<file path="src/rtl/scheduler_request_issuer.sv">
// scheduler_request_issuer
// Initiator side of the Scheduler request handshake. Wake-up pids from channel
// logic are buffered in a FIFO. Deschedule requests come from core 0 and core 1,
// with core 0 taking priority. Requests go to the Scheduler one transaction at a
// time, and a pending deschedule is merged with the FIFO head when both exist.
// All handshake outputs come straight from flops.

`ifndef ADDRESS_BITS
`define ADDRESS_BITS 8
`endif

module scheduler_request_issuer #(
   parameter int addrBits   = `ADDRESS_BITS,
   parameter int queueDepth = 8
) (
   input  logic                        clk,
   input  logic                        reset,
   input  logic                        wakeValid,
   input  logic [addrBits-1:0]         wakePid,
   output logic                        wakeReady,
   input  logic                        core0DescheduleReq,
   input  logic [addrBits-1:0]         core0DeschedulePid,
   output logic                        core0DescheduleAck,
   input  logic                        core1DescheduleReq,
   input  logic [addrBits-1:0]         core1DeschedulePid,
   output logic                        core1DescheduleAck,
   output logic                        schedEnabled,
   input  logic                        schedFinished,
   output logic                        hasSchedule,
   output logic [addrBits-1:0]         schedulePid,
   output logic                        hasDeschedule,
   output logic [addrBits-1:0]         deschedulePid,
   output logic [$clog2(queueDepth):0] queueCount,
   output logic                        overflowError
);

   localparam int PTR_W = $clog2(queueDepth);
   localparam int CNT_W = PTR_W + 1;
   localparam logic [CNT_W-1:0] DEPTH_C = CNT_W'(queueDepth);
   localparam logic [CNT_W-1:0] CNT_ZERO = {CNT_W{1'b0}};
   localparam logic [CNT_W-1:0] CNT_ONE  = CNT_W'(1);
   localparam logic [PTR_W-1:0] PTR_ONE  = PTR_W'(1);
   localparam logic [addrBits-1:0] PID_ZERO = {addrBits{1'b0}};

   typedef enum logic [1:0] {
      ST_IDLE  = 2'd0,
      ST_ISSUE = 2'd1,
      ST_DRAIN = 2'd2
   } state_t;

   state_t state_q, state_d;

   // FIFO storage and bookkeeping
   logic [addrBits-1:0] mem_q [queueDepth];
   logic [PTR_W-1:0]    rd_ptr_q, rd_ptr_d;
   logic [PTR_W-1:0]    wr_ptr_q, wr_ptr_d;
   logic [CNT_W-1:0]    count_q, count_d;
   logic                wake_ready_q, wake_ready_d;
   logic                overflow_q, overflow_d;
   logic                push_s;
   logic                pop_s;

   // Transaction registers driving the Scheduler and the cores
   logic                enabled_q, enabled_d;
   logic                has_sched_q, has_sched_d;
   logic [addrBits-1:0] sched_pid_q, sched_pid_d;
   logic                has_desched_q, has_desched_d;
   logic [addrBits-1:0] desched_pid_q, desched_pid_d;
   logic                core_sel_q, core_sel_d;   // 0: core 0 owns the deschedule, 1: core 1
   logic                ack0_q, ack0_d;
   logic                ack1_q, ack1_d;

   // Decision inputs, all taken from registered state or held core levels
   logic                fifo_nonempty_s;
   logic                desched_pending_s;
   logic                work_s;
   logic [addrBits-1:0] head_pid_s;

   assign fifo_nonempty_s   = (count_q != CNT_ZERO);
   assign desched_pending_s = core0DescheduleReq | core1DescheduleReq;
   assign work_s            = desched_pending_s | fifo_nonempty_s;
   assign head_pid_s        = mem_q[rd_ptr_q];

   // State register
   always_ff @(posedge clk) begin
      if (reset) begin
         state_q <= ST_IDLE;
      end else begin
         state_q <= state_d;
      end
   end

   // Next-state logic: issue when there is work, wait for finished to rise then fall
   always_comb begin
      state_d = state_q;
      case (state_q)
         ST_IDLE: begin
            if (work_s) begin
               state_d = ST_ISSUE;
            end else begin
               state_d = ST_IDLE;
            end
         end
         ST_ISSUE: begin
            if (schedFinished) begin
               state_d = ST_DRAIN;
            end else begin
               state_d = ST_ISSUE;
            end
         end
         ST_DRAIN: begin
            if (!schedFinished) begin
               state_d = ST_IDLE;
            end else begin
               state_d = ST_DRAIN;
            end
         end
         default: begin
            state_d = ST_IDLE;
         end
      endcase
   end

   // Output logic: latch the request on issue, pop/ack and clear it on completion
   always_comb begin
      enabled_d     = enabled_q;
      has_sched_d   = has_sched_q;
      sched_pid_d   = sched_pid_q;
      has_desched_d = has_desched_q;
      desched_pid_d = desched_pid_q;
      core_sel_d    = core_sel_q;
      ack0_d        = 1'b0;
      ack1_d        = 1'b0;
      pop_s         = 1'b0;
      case (state_q)
         ST_IDLE: begin
            if (work_s) begin
               enabled_d = 1'b1;
               if (core0DescheduleReq) begin
                  has_desched_d = 1'b1;
                  desched_pid_d = core0DeschedulePid;
                  core_sel_d    = 1'b0;
               end else if (core1DescheduleReq) begin
                  has_desched_d = 1'b1;
                  desched_pid_d = core1DeschedulePid;
                  core_sel_d    = 1'b1;
               end else begin
                  has_desched_d = 1'b0;
                  desched_pid_d = PID_ZERO;
                  core_sel_d    = 1'b0;
               end
               has_sched_d = fifo_nonempty_s;
               sched_pid_d = fifo_nonempty_s ? head_pid_s : PID_ZERO;
            end else begin
               enabled_d = 1'b0;
            end
         end
         ST_ISSUE: begin
            if (schedFinished) begin
               enabled_d     = 1'b0;
               pop_s         = has_sched_q;
               ack0_d        = has_desched_q & ~core_sel_q;
               ack1_d        = has_desched_q & core_sel_q;
               has_sched_d   = 1'b0;
               sched_pid_d   = PID_ZERO;
               has_desched_d = 1'b0;
               desched_pid_d = PID_ZERO;
            end else begin
               enabled_d = 1'b1;
            end
         end
         ST_DRAIN: begin
            enabled_d = 1'b0;
         end
         default: begin
            enabled_d = 1'b0;
         end
      endcase
   end

   // Transaction output registers
   always_ff @(posedge clk) begin
      if (reset) begin
         enabled_q     <= 1'b0;
         has_sched_q   <= 1'b0;
         sched_pid_q   <= PID_ZERO;
         has_desched_q <= 1'b0;
         desched_pid_q <= PID_ZERO;
         core_sel_q    <= 1'b0;
         ack0_q        <= 1'b0;
         ack1_q        <= 1'b0;
      end else begin
         enabled_q     <= enabled_d;
         has_sched_q   <= has_sched_d;
         sched_pid_q   <= sched_pid_d;
         has_desched_q <= has_desched_d;
         desched_pid_q <= desched_pid_d;
         core_sel_q    <= core_sel_d;
         ack0_q        <= ack0_d;
         ack1_q        <= ack1_d;
      end
   end

   // FIFO pointer, occupancy, ready and sticky overflow next-state
   always_comb begin
      push_s     = wakeValid & wake_ready_q;
      rd_ptr_d   = rd_ptr_q;
      wr_ptr_d   = wr_ptr_q;
      count_d    = count_q;
      overflow_d = overflow_q | (wakeValid & ~wake_ready_q);
      if (push_s) begin
         wr_ptr_d = wr_ptr_q + PTR_ONE;
      end else begin
         wr_ptr_d = wr_ptr_q;
      end
      if (pop_s) begin
         rd_ptr_d = rd_ptr_q + PTR_ONE;
      end else begin
         rd_ptr_d = rd_ptr_q;
      end
      if (push_s && !pop_s) begin
         count_d = count_q + CNT_ONE;
      end else if (pop_s && !push_s) begin
         count_d = count_q - CNT_ONE;
      end else begin
         count_d = count_q;
      end
      wake_ready_d = (count_d < DEPTH_C);
   end

   // FIFO control registers
   always_ff @(posedge clk) begin
      if (reset) begin
         rd_ptr_q     <= {PTR_W{1'b0}};
         wr_ptr_q     <= {PTR_W{1'b0}};
         count_q      <= CNT_ZERO;
         wake_ready_q <= 1'b1;
         overflow_q   <= 1'b0;
      end else begin
         rd_ptr_q     <= rd_ptr_d;
         wr_ptr_q     <= wr_ptr_d;
         count_q      <= count_d;
         wake_ready_q <= wake_ready_d;
         overflow_q   <= overflow_d;
      end
   end

   // FIFO storage write; contents need no reset because occupancy gates every read
   always_ff @(posedge clk) begin
      if (push_s) begin
         mem_q[wr_ptr_q] <= wakePid;
      end
   end

   assign wakeReady          = wake_ready_q;
   assign overflowError      = overflow_q;
   assign queueCount         = count_q;
   assign schedEnabled       = enabled_q;
   assign hasSchedule        = has_sched_q;
   assign schedulePid        = sched_pid_q;
   assign hasDeschedule      = has_desched_q;
   assign deschedulePid      = desched_pid_q;
   assign core0DescheduleAck = ack0_q;
   assign core1DescheduleAck = ack1_q;

endmodule

</file>
<file path="config.mk">
export PLATFORM = sky130hd
export DESIGN_NAME = scheduler_request_issuer
export DESIGN_NICKNAME = d
export VERILOG_FILES = /design/src/rtl/scheduler_request_issuer.sv
export SDC_FILE = /design/constraint.sdc
export NUM_CORES = 1
export LEC_CHECK = 0
export ABC_CLOCK_PERIOD_IN_PS = 4150
export CAP_MARGIN = 20
export CORE_MARGIN = 4
export CORE_UTILIZATION = 45
export CTS_CLUSTER_SIZE = 28
export DETAILED_ROUTE_END_ITERATION = 10
export PLACE_DENSITY_LB_ADDON = 0.05
export SLEW_MARGIN = 25
export SYNTH_ARGS = -nofsm -noshare
export SYNTH_HDL_FRONTEND = slang
export SYNTH_SLANG_ARGS = --single-unit
</file>
<file path="constraint.sdc">
create_clock -name clk -period 4.15 [get_ports clk]
set_input_delay 0.415 -clock clk [delete_from_list [all_inputs] [get_ports clk]]
set_output_delay 0.415 -clock clk [all_outputs]
set_load 0.005 [all_outputs]
</file>
==> results of run 1 <==
==> path summary, 6_finish.rpt <==
check,start,endpoint,cells past startpoint,slack (ns)
max,schedFinished,register,8,1.99
min,schedulePid[2],schedulePid[2],1,0.47
max reg2reg,state_q[0],register,7,2.04
min reg2reg,schedulePid[2],schedulePid[2],1,0.47
==> power by group through the flow <==
stage / Clock (mW) / Sequential, mW / Combinational [mW]
floorplan: 0 / 1.18 / 0.153
global placement: 0 / 1.20 / 0.260
detailed placement: 0 / 1.20 / 0.264
CTS: 0.826 / 1.17 / 0.266
global route: 0.865 / 1.18 / 0.292
finish: 0.803 / 1.17 / 0.263
==> Yosys cell counts, drive strengths merged, types with 2 or more instances <==
library cell / count / area (µm²)
ha: 7 / 87.6
xor2: 3 / 26.3
a21oi: 8 / 40.0
a311oi: 2 / 35.0
mux2i: 32 / 320
nor2b: 4 / 25.0
nor3: 3 / 15.0
mux2: 7 / 78.8
dfxtp: 39 / 781
buf: 12 / 61.3
clkbuf: 6 / 22.5
nand3: 3 / 15.0
a22oi: 26 / 195
edfxtp: 64 / 1920
nor2: 28 / 110
inv: 7 / 26.3
nor3b: 6 / 45.0
nand2: 21 / 78.8
nand2b: 3 / 18.8
o21ai: 4 / 23.8
a211oi: 3 / 22.5
a32o: 9 / 90.1
and4b: 2 / 23.8
==> final cells by class <==
cell class	instances	area [µm²]
timing repair buffer	60	591
clock inverter	6	138
sequential	103	2700
tap	108	135
clock buffer	10	128
inverter	7	26.3
fill	742	3780
multi-input combinational	185	1390
==> stage by stage <==
step	area [µm²]	std cells	hold WS, ns
final	5110	479	0.473
after global routing	5110	479	0.486
after CTS	5100	479	0.475
after detailed placement	4830	463	0.454
after global placement	4830	463	0.450
after floorplan	4180	313	0.416
==> worst max-delay path, stage by stage <==
cell and delay, ns:
clkdlybuf4s50_1 0.52, and3b_1 0.24, nand2_1 0.14, ha_1 0.31, and2b_2 0.23, a32o_1 0.25, a22oi_1 0.18, a311oi_1 0.12
==> logic make-up (layout without fill, tap and decap cells) <==
kind of cell	Yosys count	in the layout	synth area share, %
flops	103	103	64.6
xor+xnor	4	4	0.838
compound gates	57	57	10.9
simple gates	78	78	9.36
buf+inv	25	83	2.63
mux	39	39	9.54
fa+ha+maj	7	7	2.09
==> flip-flops by register name, summed over array words and instances, names as in the netlist, 2 cells and up, named ones only <==
name           count
mem_q             64
deschedulePid      8
schedulePid        8
queueCount         3
rd_ptr_q           3
wr_ptr_q           3
state_q            2
==> routing by layer <==
metal,track usage (%),vias up
li1,-,1276
met1,20.3,1215
met2,26.8,75
met3,3.41,9
met4,5.89,0
met5,0,-
==> flow_metrics.env, run 1 <==
export IMPL_antenna_cells=0
export IMPL_clk_pin_slew_ns=0.10
export IMPL_hold_path_class="register to register"
export IMPL_max_freq_ghz=0.462
export IMPL_ys_ff_latch=103
export IMPL_cp_end_kind="register"
export IMPL_outcome="completed"
export IMPL_p_total_mw=2.24
export IMPL_fin_util_pct=57.4
export IMPL_portBuffers=56
export IMPL_pwr_share_comb_pct=11.8
export IMPL_synthFlopType="edfxtp_1"
export IMPL_overflow=0
export IMPL_postSynthAreaPerCell_um2=13.4
export IMPL_htree_levels=3
export IMPL_setup_slack_ns=1.99
export IMPL_power_density_nw_per_um2=439
export IMPL_internal_power_mw=1.74
export IMPL_final_cell_mix="edfxtp_1, clkdlybuf4s50_1, dfxtp_1"
export IMPL_maxCapViolCount=0
export IMPL_swShare_pct=22.2
export IMPL_wl_met2_um=4120
export IMPL_crit_arrival_ns=2.40
export IMPL_first_iter_violations=85
export IMPL_wl_met1_um=3870
export IMPL_dieArea_um2=10900
export IMPL_nets=403
export IMPL_final_common_cell="edfxtp_1"
export IMPL_max_vdd_ir_drop_v=0.000202
export IMPL_viasPerCell=5.38
export IMPL_synth_edf_count=64
export IMPL_synth_area_um2=4180
export IMPL_worstSkewPairLatency_ns=0.36
export IMPL_ctsRootBufferMaster="clkbuf_8"
export IMPL_cp_max_fo=9
export IMPL_synth_cell_types=43
export IMPL_die_h_um=104
export IMPL_min_period_ns=2.16
export IMPL_wl_per_cell_um=18.0
export IMPL_finalHoldViolCount=0
export IMPL_fp_dieW_um=104
export IMPL_ant_nets=0
export IMPL_cts_resized=0
export IMPL_rsz0062_at_grt="false"
export IMPL_post_route_drc_count=0
export IMPL_top_layer="met4"
export IMPL_ys_warn_count=0
export IMPL_grt_max_degree=33
export IMPL_synth_nets=350
export IMPL_synthArstFlopShare_pct=0
export IMPL_slew_viol_final=0
export IMPL_cts_sinks=103
export IMPL_area_growth_pct=22.1
export IMPL_core_um2=8890
export IMPL_syn_inst=313
export IMPL_finalSetupViolations=0
export IMPL_slew_headroom_pct=32.8
export IMPL_clockBufferDepth=2
export IMPL_p_seq_share_pct=52.4
export IMPL_pre_cts_ws_ns=1.50
export IMPL_cts_buffers_inserted=9
export IMPL_io_pin_count=57
export IMPL_row_count=34
export IMPL_cts_tree="built"
export IMPL_drt_wl_total_um=8610
export IMPL_grt_pass1_wl_um=13700
export IMPL_hpwlAfterDp_um=5840
export IMPL_critical_path_class="input pin to register"
export IMPL_crit_path_start_kind="input pin"
export IMPL_leakagePower_nw=1.71
export IMPL_post_cts_buffers=0
export IMPL_grt_pass1_vias=2625
export IMPL_met3WireLength_um=538
export IMPL_pwr_share_clk_pct=35.9
export IMPL_timing_final_crit_share_pct=52.2
export IMPL_fin_skew_ns=0.0167
export IMPL_worst_pin_slew_ns=1.01
export IMPL_num_vias=2575
export IMPL_required_ns=4.39
export IMPL_drtPass1Iterations=4
export IMPL_synth_seq_area_share_pct=64.6
export IMPL_drive_gt1_share_pct=10.8
export IMPL_gp_congestion=0.776
export IMPL_holdBufCountCts=0
export IMPL_totalNegativeSetupSlack_ns=0
export IMPL_start_util_pct=47.0
export IMPL_grt_usage_pct=16.0
export IMPL_antenna_found_initial=0
export IMPL_p_sw_mw=0.497
Note: power is estimated with default switching activity, not from simulation.
==> inputs of run 2 (changes only) <==
--- a/config.mk
+++ b/config.mk
@@ -5,7 +5,7 @@
 export SDC_FILE = /design/constraint.sdc
 export NUM_CORES = 1
 export LEC_CHECK = 0
-export ABC_CLOCK_PERIOD_IN_PS = 4150
+export ABC_CLOCK_PERIOD_IN_PS = 1900
 export CAP_MARGIN = 20
 export CORE_MARGIN = 4
 export CORE_UTILIZATION = 45
==> constraint.sdc (replaced) <==
create_clock -name clk -period 1.9 [get_ports clk]
set_input_delay 0.19 -clock clk [delete_from_list [all_inputs] [get_ports clk]]
set_output_delay 0.19 -clock clk [all_outputs]
set_load 0.005 [all_outputs]
==> flow_metrics.env, run 2 (synthesis results as in run 1) <==
export IMPL_pre_cts_ws_ns=-0.234
export IMPL_core_um2=8890
export IMPL_cp_max_fo=4
export IMPL_holdWs_ns=0.472
export IMPL_worst_pin_slew_ns=0.439
export IMPL_totalNegativeSetupSlack_ns=0
export IMPL_viasPerCell=5.39
export IMPL_final_common_cell="edfxtp_1"
export IMPL_dp_cells=496
export IMPL_stdcell_area_um2=5330
export IMPL_io_pin_count=57
export IMPL_dieArea_um2=10900
export IMPL_grt_pass1_vias=2746
export IMPL_portBuffers=56
export IMPL_slew_headroom_pct=70.8
export IMPL_max_vdd_ir_drop_v=0.000508
export IMPL_slew_viol_final=0
export IMPL_rsz0062_at_grt="false"
export IMPL_drt_wl_total_um=8700
export IMPL_crit_path_top_delay_cell="dfxtp_1"
export IMPL_grtUsageMet2_pct=29.1
export IMPL_clockBufferDepth=2
export IMPL_finalHoldViolCount=0
export IMPL_maxCapViolCount=0
export IMPL_crit_path_start_kind="register"
export IMPL_grt_busiest_layer="met2"
export IMPL_grt_pass1_wl_um=14000
export IMPL_hold_depth=1
export IMPL_use_met3_pct=4.90
export IMPL_first_iter_violations=107
export IMPL_die_h_um=104
export IMPL_timing_final_crit_share_pct=93.7
export IMPL_required_ns=2.12
export IMPL_fin_util_pct=59.9
export IMPL_htree_levels=3
export IMPL_hold_path_class="register to register"
export IMPL_regArea_um2=2700
export IMPL_largest_reg_flops=64
export IMPL_reg2reg_depth=7
export IMPL_fp_dieW_um=104
export IMPL_wl_per_cell_um=17.0
export IMPL_cp_cell_sequence="and3b_2, nand2_4, ha_4, and2b_2, a32o_1, a22oi_1, a311oi_1"
export IMPL_slowest_delay_ns=0.32
export IMPL_worstSkewPairLatency_ns=0.35
export IMPL_crit_arrival_ns=2.00
export IMPL_critical_path_class="register to register"
export IMPL_min_period_ns=1.78
export IMPL_ant_nets=0
export IMPL_top_register="mem_q"
export IMPL_grt_max_degree=33
export IMPL_gp_congestion=0.808
export IMPL_multi_input_area_um2=1390
export IMPL_post_dp_cell_area_um2=5110
export IMPL_antenna_found_initial=0
export IMPL_area_growth_pct=27.3
export IMPL_ctsRootBufferMaster="clkbuf_8"
export IMPL_final_cell_mix="edfxtp_1, clkdlybuf4s50_1, dfxtp_1"
export IMPL_start_util_pct=47.0
export IMPL_cts_tree="built"
export IMPL_met1_usage_pct=20.2
export IMPL_n_fill_cell=755
export IMPL_hpwlAfterDp_um=5830
export IMPL_stdcell_count=511
export IMPL_row_count=34
export IMPL_drtPass1Iterations=4
export IMPL_antenna_cells=0
export IMPL_cts_sinks=103
export IMPL_num_vias=2752
export IMPL_fin_skew_ns=0.0122
export IMPL_cp_end_kind="register"
export IMPL_power_density_nw_per_um2=884
export IMPL_leakagePower_nw=1.86
export IMPL_grt_usage_pct=16.6
export IMPL_post_route_drc_count=0
export IMPL_finalSetupViolations=0
export IMPL_clk_pin_slew_ns=0.10
export IMPL_drive_gt1_share_pct=18.4
export IMPL_nets=436
export IMPL_max_freq_ghz=0.562
export IMPL_p_total_mw=4.71
export IMPL_overflow=0
export IMPL_setup_slack_ns=0.120
export IMPL_outcome="completed"
export IMPL_cts_buffers_inserted=9
run 2: cell count changes in the layout (fill, tap and decap cells not counted), moves of 2 or more:
cell / before / now
nor3b_2: 2 / 0
nor3b_1: 4 / 6
buf_4: 4 / 36
bufinv_16: 4 / 2
run 2: cell type report:
type | instances | share of cell area (%)
Sequential cell | 103 | 50.8
Multi-Input combinational cell | 185 | 26.2
Timing Repair Buffer | 93 | 16.0
Tap cell | 108 | 2.54
Clock buffer | 9 | 2.33
Clock inverter | 6 | 1.72
Inverter | 7 | 0.493
run 2: worst max-delay path: cells and delay by family (launching register included):
kind	cells	cell delay, ns
and+or+nand+nor	3	0.53
AOI/OAI and AO/OA	3	0.63
adders and majority gates	1	0.18
DFF	1	0.32
run 2: where the power goes:
part | switching [mW] | internal, mW
clock network | 0.734 | 0.745
registers | 0.0531 | 2.48
logic | 0.317 | 0.380
total | 1.10 | 3.60
run 2: metal layers:
layer | part of all wire (%) | up-vias | routed length, µm
li1 | - | 1348 | -
met4 | 0.75 | 0 | 65
met5 | 0 | - | 0
met2 | 52 | 55 | 4540
met1 | 43 | 1344 | 3720
met3 | 4.3 | 5 | 375
run 2: repair_timing:
item                       4_1_cts  5_1_grt
gates resized for setup          0        1
buffers inserted                 0        0
setup endpoints to repair        0        1
hold buffers                     0        0
run 2: worst paths after layout:
path	startpoint	end	slack [ns]
worst max-delay path	state_q[1]	register	0.12
worst min-delay path	schedulePid[1]	schedulePid[1]	0.47
worst min register to register	schedulePid[1]	schedulePid[1]	0.47
worst max register to register	state_q[1]	register	0.12
